`src/rtl/seg_pkg.sv`:
```
// Shared types and constants for the multiplexed 7-segment display path.
// Segment vectors are ordered gfedcba and are active-low.
package seg_pkg;

  typedef enum logic [1:0] {
    IDLE  = 2'd0,
    SHOW  = 2'd1,
    BLANK = 2'd2
  } scan_state_t;

  localparam logic [6:0] SEG_BLANK = 7'b1111111;
  localparam logic [3:0] ANODE_OFF = 4'b1111;

  localparam logic [6:0] SEG_CODE [0:9] = '{
    7'b1000000, 7'b1111001, 7'b0100100, 7'b0110000, 7'b0011001,
    7'b0010010, 7'b0000010, 7'b1111000, 7'b0000000, 7'b0011000
  };

endpackage

```
`src/rtl/seg7_decode.sv`:
```
// BCD to active-low 7-segment decoder (gfedcba). Values above 9 blank the
// digit rather than lighting every segment.
module seg7_decode
  import seg_pkg::*;
(
  input  logic [3:0] i_bcd,
  output logic [6:0] o_seg
);

  always_comb begin
    o_seg = SEG_BLANK;
    if (i_bcd <= 4'd9) begin
      o_seg = SEG_CODE[i_bcd];
    end
  end

endmodule

```
`src/rtl/seg_scan_ctrl.sv`:
```
// Four-digit common-anode scan controller with a frame-stable shadow of the
// BCD word. Optional leading-zero suppression: define SEG_LZ_BLANK_EN.
module seg_scan_ctrl
  import seg_pkg::*;
#(
  parameter int PRESCALE  = 50000,
  parameter int BLANK_CYC = 16,
  parameter int CNT_W     = 17
) (
  input  logic        clk,
  input  logic        rst,
  input  logic        en,
  input  logic [15:0] digits,
  output logic [6:0]  y,
  output logic [3:0]  control,
  output logic        frame_done
);

  localparam logic [CNT_W-1:0] P_LAST = CNT_W'(PRESCALE - 1);
  localparam logic [CNT_W-1:0] B_LAST = CNT_W'((BLANK_CYC == 0) ? 0 : BLANK_CYC - 1);

  scan_state_t      r_state;
  logic [1:0]       r_idx;
  logic [CNT_W-1:0] r_cnt;
  logic [15:0]      r_shadow;
  logic [6:0]       r_y;
  logic [3:0]       r_control;
  logic             r_frame_done;

  scan_state_t      w_state_next;
  logic [1:0]       w_idx_next;
  logic [CNT_W-1:0] w_cnt_next;
  logic [15:0]      w_shadow_next;
  logic             w_frame_done_next;
  logic             w_do_exit;
  logic [3:0]       w_digit;
  logic [6:0]       w_seg;
  logic             w_lz_blank;
  logic [6:0]       w_y_next;
  logic [3:0]       w_control_next;

  always_comb begin
    w_state_next      = r_state;
    w_idx_next        = r_idx;
    w_cnt_next        = r_cnt;
    w_shadow_next     = r_shadow;
    w_frame_done_next = 1'b0;
    w_do_exit         = 1'b0;

    case (r_state)
      IDLE: begin
        if (en) begin
          w_shadow_next = digits;
          w_idx_next    = 2'd0;
          w_cnt_next    = '0;
          w_state_next  = SHOW;
        end
      end
      SHOW: begin
        if (r_cnt == P_LAST) begin
          w_cnt_next = '0;
          if (BLANK_CYC == 0) w_do_exit = 1'b1;
          else                w_state_next = BLANK;
        end else begin
          w_cnt_next = r_cnt + 1'b1;
        end
      end
      BLANK: begin
        if (r_cnt == B_LAST) begin
          w_cnt_next = '0;
          w_do_exit  = 1'b1;
        end else begin
          w_cnt_next = r_cnt + 1'b1;
        end
      end
      default: w_state_next = IDLE;
    endcase

    // End of a digit slot: advance, or close the frame and resample en/digits.
    if (w_do_exit) begin
      if (r_idx != 2'd3) begin
        w_idx_next   = r_idx + 2'd1;
        w_state_next = SHOW;
      end else begin
        w_frame_done_next = 1'b1;
        w_idx_next        = 2'd0;
        if (en) begin
          w_shadow_next = digits;
          w_state_next  = SHOW;
        end else begin
          w_state_next = IDLE;
        end
      end
    end
  end

  // Outputs are registered, so decode the digit that will be lit next cycle.
  assign w_digit = w_shadow_next[{w_idx_next, 2'b00} +: 4];

  seg7_decode u_decode (
    .i_bcd (w_digit),
    .o_seg (w_seg)
  );

`ifdef SEG_LZ_BLANK_EN
  logic [3:0] w_hi_zero;
  for (genvar gi = 0; gi < 4; gi++) begin : g_lz
    assign w_hi_zero[gi] = (w_shadow_next[15:4*gi] == '0);
  end
  assign w_lz_blank = (w_idx_next != 2'd0) && w_hi_zero[w_idx_next];
`else
  assign w_lz_blank = 1'b0;
`endif

  assign w_control_next = (w_state_next == SHOW) ? ~(4'b0001 << w_idx_next) : ANODE_OFF;
  assign w_y_next       = ((w_state_next == SHOW) && !w_lz_blank) ? w_seg : SEG_BLANK;

  always_ff @(posedge clk) begin
    if (!rst) begin
      r_state      <= IDLE;
      r_idx        <= 2'd0;
      r_cnt        <= '0;
      r_shadow     <= 16'h0000;
      r_y          <= SEG_BLANK;
      r_control    <= ANODE_OFF;
      r_frame_done <= 1'b0;
    end else begin
      r_state      <= w_state_next;
      r_idx        <= w_idx_next;
      r_cnt        <= w_cnt_next;
      r_shadow     <= w_shadow_next;
      r_y          <= w_y_next;
      r_control    <= w_control_next;
      r_frame_done <= w_frame_done_next;
    end
  end

  assign y          = r_y;
  assign control    = r_control;
  assign frame_done = r_frame_done;

endmodule

```
`config.mk`:
```
export PLATFORM = sky130hd
export DESIGN_NAME = seg_scan_ctrl
export DESIGN_NICKNAME = d
export VERILOG_FILES = /design/src/rtl/seg_pkg.sv /design/src/rtl/seg7_decode.sv /design/src/rtl/seg_scan_ctrl.sv
export SDC_FILE = /design/constraint.sdc
export NUM_CORES = 1
export LEC_CHECK = 0
export CAP_MARGIN = 0
export CORE_AREA = 5 5 78 80
export CTS_CLUSTER_SIZE = 40
export DETAILED_ROUTE_END_ITERATION = 10
export DIE_AREA = 0 0 83 85
export PLACE_DENSITY = 0.75
export SLEW_MARGIN = 20
export SYNTH_ARGS = -nofsm -noshare
export SYNTH_HDL_FRONTEND = slang
export SYNTH_SLANG_ARGS = --single-unit
```
`constraint.sdc`:
```
create_clock -name clk -period 3.15 [get_ports clk]
set_input_delay 0.63 -clock clk [delete_from_list [all_inputs] [get_ports clk]]
set_output_delay 0.63 -clock clk [all_outputs]
set_load 0.02 [all_outputs]
```
==> results of run 1 <==
==> stage by stage <==
stage / area (sq um) / instances
finish: 3452 / 428
CTS: 3358 / 427
floorplan: 2547 / 279
global placement: 3202 / 415
global route: 3452 / 428
detailed placement: 3202 / 415
==> power breakdown <==
group	total, mW	switching, mW	internal, mW
logic	0.285	0.133	0.152
registers	0.660	0.0129	0.647
clock network	0.471	0.213	0.258
total	1.42	0.359	1.06
==> Yosys cell counts, types with 7 or more instances <==
master	number
a21oi_1	11
and3_1	8
inv_1	7
nand2_1	25
mux2i_1	17
nor2b_1	16
nand3_1	11
ha_1	11
dfxtp_1	49
o21ai_0	15
nor2_1	22
==> worst reg2reg max path: cells and delay by family (launching register included) <==
kind | cells | cell delay (ns)
AOI/OAI and AO/OA | 5 | 0.96
muxes | 1 | 0.25
and+or+nand+nor | 4 | 1.16
DFF | 1 | 0.32
adders and majority gates | 1 | 0.26
buffers and inverters | 1 | 0.18
==> area by class of cell <==
class	count	area, sq um
inverters	7	26.28
multi-input cells	216	1567
clock inverters	2	37.54
well taps	72	90.09
flip-flops and latches	49	983.4
fillers	456	1886
repair buffers	76	665.6
clock buffers	6	82.58
==> repair_timing <==
| action | CTS | global route |
|---|---|---|
| pin swaps | 2 | 3 |
| setup endpoints to repair | 6 | 7 |
| gates resized for setup | 2 | 16 |
| setup buffers | 4 | 2 |
==> final timing paths <==
path | from | end | slack, ns | cells past startpoint
worst max register to register | r_cnt[8]$_SDFFE_PN0P_ | y[1]$_SDFF_PN1_ | -0.1 | 12
worst max-delay path | r_cnt[8]$_SDFFE_PN0P_ | y[1]$_SDFF_PN1_ | -0.1 | 12
worst min-delay path | r_cnt[1]$_SDFFE_PN0P_ | r_cnt[1]$_SDFFE_PN0P_ | 0.50 | 2
worst min register to register | r_cnt[1]$_SDFFE_PN0P_ | r_cnt[1]$_SDFFE_PN0P_ | 0.50 | 2
==> logic make-up (layout without fill, tap and decap cells) <==
group | Yosys count | after routing | share of synthesized area
flip-flops | 49 | 49 | 0.3887
adder cells (fa/ha/maj) | 11 | 11 | 0.05454
AO/OA/AOI/OAI | 56 | 56 | 0.1497
XOR/XNOR | 11 | 11 | 0.03817
multiplexers | 22 | 22 | 0.08973
AND/OR/NAND/NOR | 116 | 116 | 0.2479
buffers and inverters | 14 | 91 | 0.03124
==> flip-flops by register name, indices dropped and copies added, names as in the netlist <==
| name | flops |
|---|---|
| frame_done | 1 |
| r_idx | 2 |
| r_state | 2 |
| control | 4 |
| r_shadow | 16 |
| y | 7 |
| r_cnt | 17 |
==> layer usage <==
| layer | share of wire | vias up | wire (microns) | track usage |
|---|---|---|---|---|
| met3 | 0.048 | 12 | 310 | 0.03689 |
| met5 | 0 | - | 0 | 0 |
| met1 | 0.42 | 1076 | 2767 | 0.2104 |
| li1 | - | 1151 | - | - |
| met2 | 0.50 | 56 | 3284 | 0.3273 |
| met4 | 0.023 | 0 | 148 | 0.05795 |
==> results.yml, run 1 <==
worst_setup_path:
  critPathSlowestCell: "or4_4"
  cp_max_fo: 7
  arrival_ns: 3.43
  critPathKind: "reg2reg"
  worstPathRequired_ns: 3.34
  cp-start-kind: "flip-flop"
  max_stage_delay_ns: 0.53
  path_buf_inv: 1
  cp_top_family: "simple AND/OR/NAND/NOR gates"
  end_kind: "flip-flop"
  critical_path.cell_chain: "or4_4 -> or3_4 -> o31ai_4 -> buf_12 -> mux2i_4 -> o22ai_2 -> a221oi_4 -> ha_2 -> nor2_2 -> nand3b_1 -> a21boi_2 -> o31ai_1"
logic_synthesis:
  synthFlopType: "dfxtp_1"
  synth.avg_cell_area_sq_um: 9.045
  synth_seq_cells: 49
  synth_seq_area_share: 0.3887
  synthesis.nets: 309
  ys_top_cells_by_area: "dfxtp_1 39%, mux2i_1 6.7%, ha_1 5.5%"
  synth_edf_count: 0
  yosysWarnings: 0
  async_reset_ff_frac: 0
  synthCells: 279
  synthDistinctLibCells: 55
  yosysTopAreaCell: "dfxtp_1"
  syn_area_sq_mm: 0.002524
  yosysTopAreaCellShare: 0.3887
placement:
  routabilityCongestion: 0.9008
  io_buffers: 30
  dp_slack_ns: -0.1622
  dp_hpwl_mm: 4.714
power:
  p_leak_nw: 1.408
  total_power_mw: 1.417
  ir_drop_mv: 0.1614
  powerDensity_mw_per_mm2: 410.4
final_layout:
  post-route-util: 0.6467
  final_cell_mix: "47 x dfxtp_1, 43 x buf_4, 30 x clkdlybuf4s50_1"
  final_common_cell: "dfxtp_1"
  finalNetCount: 385
  diodes: 0
  final_layout_size_suffix_gt1_frac: 0.2444
  area_growth_pct: 36.79
timing:
  setup_ws_ns: -0.09552
  maxSlewHeadroom: 0.6204
  finalHoldViolCount: 0
  slew_viol_final: 0
  period_needed_ns: 3.246
  period_share: 1.030
  fin_tns_setup_ns: -0.5196
  hold_slack_ns: 0.5044
  worstMarginPinSlew_ns: 0.5660
  skew_ns: 0.01025
  maxClockFrequency_ghz: 0.3081
  setup_violations: 6
  rsz0062_at_grt: "true"
global_routing:
  grt_usage: 0.1796
  grt_pass1_vias: 2259
  grt_pass1_wl_mm: 10.56
  antenna_found_initial: 0
  grt_overflow: 0
  grt_max_degree: 22
clock_tree:
  cts_sinks: 49
  cts_tree: "done"
  path_clk_slew_ns: 0.09
  cts-hold-fix-buffers: 0
  numCtsBuffers: 5
  cts_max_level: 2
  root_buffer: "clkbuf_8"
  clk_path_buf_depth: 2
  clock_latency_ns: 0.30
floorplanning:
  num_rows: 27
  coreArea_sq_mm: 0.005338
  ios: 31
  die_h_microns: 85
  start_util: 0.4728
  dieWidth_microns: 83
  die_area_sq_mm: 0.007055
drt:
  antenna_left: 0
  wl_per_cell_microns: 15.21
  remaining_drc_errors: 0
  firstDrtPassIters: 4
  via_per_inst: 5.362
  vias: 2295
  wl_mm: 6.511
  detail_route.iter0.violations: 106
hold_path:
  hold_class: "reg2reg"
status:
  status: "finished, violations left"
  violations: "negative setup slack"
flow_run:
  cap_violations: 0
Power figures use the tool's default switching activity.
==> run 2, diff against run 1 <==
Settings changed: REMOVE_ABC_BUFFERS set to 1.
==> run 2 against run 1 <==
  * The flow still finishes with violations (negative setup slack)
  * First-iteration DRC count up 56%
  * Utilization rose by 2.4 points
  * Maximum frequency up 1.1%
  * Via count grew 5.8%
  * Clock power decreased by 12%
  * Combinational power increased by 7.7%
  * Worst setup slack gained 0.035 ns
  * Flip-flop and latch count unchanged
  * Largest cell class unchanged
==> results.yml, run 2 (synthesis gave the netlist of run 1 again) <==
final_layout:
  diodes: 0
  final_common_cell: "buf_4"
  final_cell_mix: "53 x buf_4, 47 x dfxtp_1, 30 x clkdlybuf4s50_1"
  final_area_sq_mm: 0.003578
  final_layout_size_suffix_gt1_frac: 0.2787
  area_growth_pct: 41.79
  fillers: 419
  largest_reg_flops: 17
  regMostFlops: "r_cnt"
  finalNetCount: 395
global_routing:
  grt_max_degree: 22
  met2_usage: 0.3331
  grt_overflow: 0
  grt-busiest-layer: "met2"
  grt_usage: 0.1823
  antenna_found_initial: 0
  met1_usage: 0.2027
  grt_pass1_vias: 2323
  grt_pass1_wl_mm: 10.61
  use_met3: 0.04078
power:
  p_sw_frac: 0.2654
  p_leak_nw: 1.456
  ir_drop_mv: 0.2699
  comb_power_share: 0.222
  cellInternalPower_mw: 1.014
  powerDensity_mw_per_mm2: 385.9
  p_clk_frac: 0.300
  p_switching_uw: 366.6
  pwr-share-seq: 0.478
worst_setup_path:
  arrival_ns: 3.40
  r2r_start: "r_cnt[6]$_SDFFE_PN0P_"
  reg2reg_slack_ns: -0.06
  critPathKind: "reg2reg"
  cp_max_fo: 6
  reg2regPathDepth: 13
  end_kind: "flip-flop"
  worstPathRequired_ns: 3.34
  r2r-end: "y[1]$_SDFF_PN1_"
  cp-start-kind: "flip-flop"
timing:
  worstMarginPinSlew_ns: 0.5344
  period_share: 1.019
  rsz0062_at_grt: "true"
  maxClockFrequency_ghz: 0.3115
  setup_violations: 6
  finalHoldViolCount: 0
  maxSlewHeadroom: 0.6428
  slew_viol_final: 0
  setup_ws_ns: -0.06039
  fin_tns_setup_ns: -0.2732
  skew_ns: 0.01011
  period_needed_ns: 3.210
hold_path:
  hold-path-endpoint: "r_cnt[1]$_SDFFE_PN0P_"
  hp-start: "r_cnt[1]$_SDFFE_PN0P_"
  hold_class: "reg2reg"
  worstHoldPathCells: 2
clock_tree:
  clk_path_buf_depth: 2
  root_buffer: "clkbuf_8"
  path_clk_slew_ns: 0.09
  numCtsBuffers: 5
  cts_tree: "done"
  cts_sinks: 49
  clock_latency_ns: 0.30
  cts_max_level: 2
  cts-hold-fix-buffers: 0
floorplanning:
  ios: 31
  num_rows: 27
  dieWidth_microns: 83
  start_util: 0.4728
  die_area_sq_mm: 0.007055
  coreArea_sq_mm: 0.005338
  die_h_microns: 85
placement:
  io_buffers: 30
  dp_hpwl_mm: 4.804
  routabilityCongestion: 0.8937
  placed_area_sq_mm: 0.003231
drt:
  wl_per_cell_microns: 16.42
  firstDrtPassIters: 4
  detail_route.iter0.violations: 165
  vias: 2429
  via_per_inst: 5.546
  wl_mm: 7.191
  antenna_left: 0
  remaining_drc_errors: 0
status:
  violations: "negative setup slack"
  status: "finished, violations left"
flow_run:
  cap_violations: 0
run 2: through the flow:
stage                 util  cells  hold slack [ns]  setup WS (ns)  power [mW]
floorplan                -    272           0.4663         -1.030      0.7983
global placement    0.6053    422           0.4910       -0.04817      0.9079
detailed placement  0.6053    422           0.5073        -0.1188      0.9156
CTS                 0.6371    432           0.5329       0.002389       1.338
global route        0.6704    438           0.5621        -0.2006       1.434
finish              0.6704    438           0.5270       -0.06039       1.381
run 2: final cells by class:
cell class | count | area, sq um | share of cell area
well taps | 72 | 90.09 | 0.02517
multi-input cells | 216 | 1633 | 0.4563
clock inverters | 1 | 8.758 | 0.002448
inverters | 7 | 26.28 | 0.007343
flip-flops and latches | 49 | 983.4 | 0.2748
repair buffers | 86 | 740.7 | 0.2070
clock buffers | 7 | 96.34 | 0.02692
run 2: how the worst max path moves through the flow:
stage | start | end | slack, ns | cells after the start
global route | r_cnt[6]$_SDFFE_PN0P_ | y[4]$_SDFF_PN1_ | -0.20 | 14
global placement | en | y[2]$_SDFF_PN1_ | -0.05 | 13
finish | r_cnt[6]$_SDFFE_PN0P_ | y[1]$_SDFF_PN1_ | -0.06 | 13
CTS | r_cnt[6]$_SDFFE_PN0P_ | y[1]$_SDFF_PN1_ | 0.002 | 14
detailed placement | en | y[2]$_SDFF_PN1_ | -0.12 | 13
floorplan | r_cnt[6]$_SDFFE_PN0P_ | y[2]$_SDFF_PN1_ | -1.03 | 11
run 2: what timing repair did:
item | in CTS | in global routing
endpoints found under the hold margin | 0 | 0
cloned | 0 | 0
gates resized for setup | 13 | 26
buffers inserted | 2 | 6
endpoints found under the setup margin | 6 | 7
pin swaps | 2 | 5
run 2: power by group through the flow:
stage                     sequential [mW]  clock, mW  combinational [mW]
final                               0.660      0.414               0.307
after global placement              0.670          0               0.238
after CTS                           0.658      0.421               0.259
after detailed placement            0.671          0               0.244
after global routing                0.663      0.443               0.328
after floorplan                     0.685          0               0.114
run 2: worst max-delay path, cell delays in order (launching register included):
cell and delay (ns):
dfxtp_2 0.33, or4_4 0.53, buf_4 0.16, nor3_4 0.20, nand3_1 0.18, nand2_2 0.16
mux2_2 0.36, a221oi_2 0.26, buf_4 0.19, ha_4 0.14, nor2_2 0.04, nand3b_1 0.17
a21boi_2 0.27, o31ai_1 0.11
run 2: per-layer routing:
layer / up-vias / wire, microns
met1: 1156 / 2848
met2: 90 / 3728
met5: - / 0
met3: 17 / 383
li1: 1166 / -
met4: 0 / 231
==> run 3, diff against run 2 <==
Settings changed: CORE_AREA 5 5 78 80 to 3 3 76 78, DIE_AREA 0 0 83 85 to 0 0 79 81.
==> run 3 against run 2 <==
  * The run still ends with negative setup slack left
  * Flip-flop and latch count is the same
  * Wire length down 1.2%
  * Non-clock buffer count is 10 higher
  * Worst hold slack worse by 0.0055 ns
  * Sequential power about the same
  * Clock power fell by 8.0%
  * Die area down 9.3%
  * Global-route usage grew 3.7 points
  * Sequential share of layout area hardly changed
  * Clock skew fell by 0.0051 ns
  * Critical path depth did not move
  * Highest routed layer unchanged
==> results.yml, run 3 (synthesis gave the netlist of run 1 again) <==
final_layout:
  fillers: 407
  final_common_cell: "buf_4"
  final_layout_size_suffix_gt1_frac: 0.2773
  finalNetCount: 405
  register_area_sq_um: 982.2
  largest_reg_flops: 17
  area_growth_pct: 41.45
  instances_no_fill: 445
  multi_input_area_sq_mm: 0.001580
  final_cell_mix: "64 x buf_4, 48 x dfxtp_1, 30 x clkdlybuf4s50_1"
  diodes: 0
  regMostFlops: "r_cnt"
  post-route-util: 0.6945
status:
  violations: "negative setup slack"
  status: "finished, violations left"
timing:
  fin_tns_setup_ns: -0.6813
  rsz0062_at_grt: "true"
  skew_ns: 0.005007
  slew_viol_final: 0
  setup_ws_ns: -0.1218
  finalHoldViolCount: 0
  period_needed_ns: 3.272
  maxClockFrequency_ghz: 0.3056
  period_share: 1.039
  worstMarginPinSlew_ns: 0.5990
  setup_violations: 6
  maxSlewHeadroom: 0.5997
global_routing:
  antenna_found_initial: 0
  grt_usage: 0.2196
  grt_pass1_vias: 2306
  grt_overflow: 0
  grt_max_degree: 22
  grt_pass1_wl_mm: 10.95
clock_tree:
  cts_max_level: 2
  cts_tree: "done"
  clk_path_buf_depth: 2
  cts_sinks: 49
  cts-hold-fix-buffers: 0
  root_buffer: "clkbuf_8"
  numCtsBuffers: 5
  clock_latency_ns: 0.30
  path_clk_slew_ns: 0.09
drt:
  remaining_drc_errors: 0
  via_per_inst: 5.472
  antenna_left: 0
  vias: 2435
  wl_mm: 7.105
  firstDrtPassIters: 4
  wl_per_cell_microns: 15.97
  detail_route.iter0.violations: 193
worst_setup_path:
  cp_max_fo: 6
  r2r-end: "y[1]$_SDFF_PN1_"
  worstPathRequired_ns: 3.33
  arrival_ns: 3.45
  reg2regPathDepth: 13
  reg2reg_slack_ns: -0.12
  r2r_start: "r_cnt[6]$_SDFFE_PN0P_"
  end_kind: "flip-flop"
  cp-start-kind: "flip-flop"
  critPathKind: "reg2reg"
floorplanning:
  die_area_sq_mm: 0.006399
  start_util: 0.4910
  dieWidth_microns: 79
  coreArea_sq_mm: 0.005140
  die_h_microns: 81
  ios: 31
  num_rows: 26
placement:
  io_buffers: 30
  dp_hpwl_mm: 4.675
  routabilityCongestion: 0.9505
  post-place-cells: 423
  dp_slack_ns: -0.1716
power:
  ir_drop_mv: 0.2684
  powerDensity_mw_per_mm2: 380.4
  total_power_mw: 1.358
  p_leak_nw: 1.486
hold_path:
  hold_class: "reg2reg"
  worstHoldPathCells: 2
  hp-start: "r_shadow[3]$_SDFF_PN0_"
  hold-path-endpoint: "r_shadow[3]$_SDFF_PN0_"
flow_run:
  cap_violations: 0
[run 3: cell types whose count changed in the layout (fill, tap and decap cells not counted), moves of 2 or more]
cell and change:
buf_4 +11, mux2i_4 -3, ha_1 +2, mux2i_2 +2
o22ai_1 +2, o22ai_2 -2
[run 3: layout make-up]
class,instances,share of cell area
inverters,7,0.007361
multi-input cells,216,0.4427
flip-flops and latches,49,0.2751
clock buffers,6,0.02313
well taps,70,0.02454
repair buffers,96,0.2250
clock inverters,1,0.002103
[run 3: repair_timing]
| action | CTS | global route |
|---|---|---|
| pin swaps | 4 | 2 |
| setup buffers | 7 | 8 |
| endpoints found under the setup margin | 6 | 6 |
| gates resized for setup | 14 | 12 |
[run 3: worst max-delay path: stages, from the launching register on]
cell and delay [ns]:
dfxtp_2 0.33, or4_4 0.53, or3_4 0.36, o31ai_4 0.34, buf_6 0.22, mux2i_2 0.25, mux2i_1 0.10, a21o_1 0.22
inv_2 0.09, ha_4 0.15, nor2_4 0.03, nand3b_1 0.17, a21boi_2 0.26, o31ai_1 0.10
[run 3: worst max path at each step]
stage / from / end
3_5_place_dp: en / y[2]$_SDFF_PN1_
5_1_grt: r_cnt[6]$_SDFFE_PN0P_ / y[4]$_SDFF_PN1_
3_3_place_gp: en / y[2]$_SDFF_PN1_
2_1_floorplan: r_cnt[6]$_SDFFE_PN0P_ / y[2]$_SDFF_PN1_
6_report: r_cnt[6]$_SDFFE_PN0P_ / y[1]$_SDFF_PN1_
4_1_cts: r_cnt[6]$_SDFFE_PN0P_ / y[1]$_SDFF_PN1_
[run 3: where the power goes]
part	switching, mW	leakage [nW]	internal [mW]	total [mW]
clock	0.207	0.0433	0.174	0.381
combinational	0.143	1.04	0.174	0.317
sequential	0.0129	0.400	0.647	0.660
total	0.363	1.49	0.995	1.36
[run 3: metal layers]
metal / up-vias / GRT usage / share of wire
li1: 1188 / - / -
met1: 1159 / 0.2710 / 0.43
met2: 72 / 0.3838 / 0.49
met3: 16 / 0.03991 / 0.048
met4: 0 / 0.07904 / 0.023
met5: - / 0 / 0
[run 3: metrics by stage]
stage	hold slack (ns)	instance area, sq um
CTS	0.5277	3441
global route	0.5678	3570
detailed placement	0.5069	3251
global placement	0.4858	3251
finish	0.5216	3570
floorplan	0.4663	2471
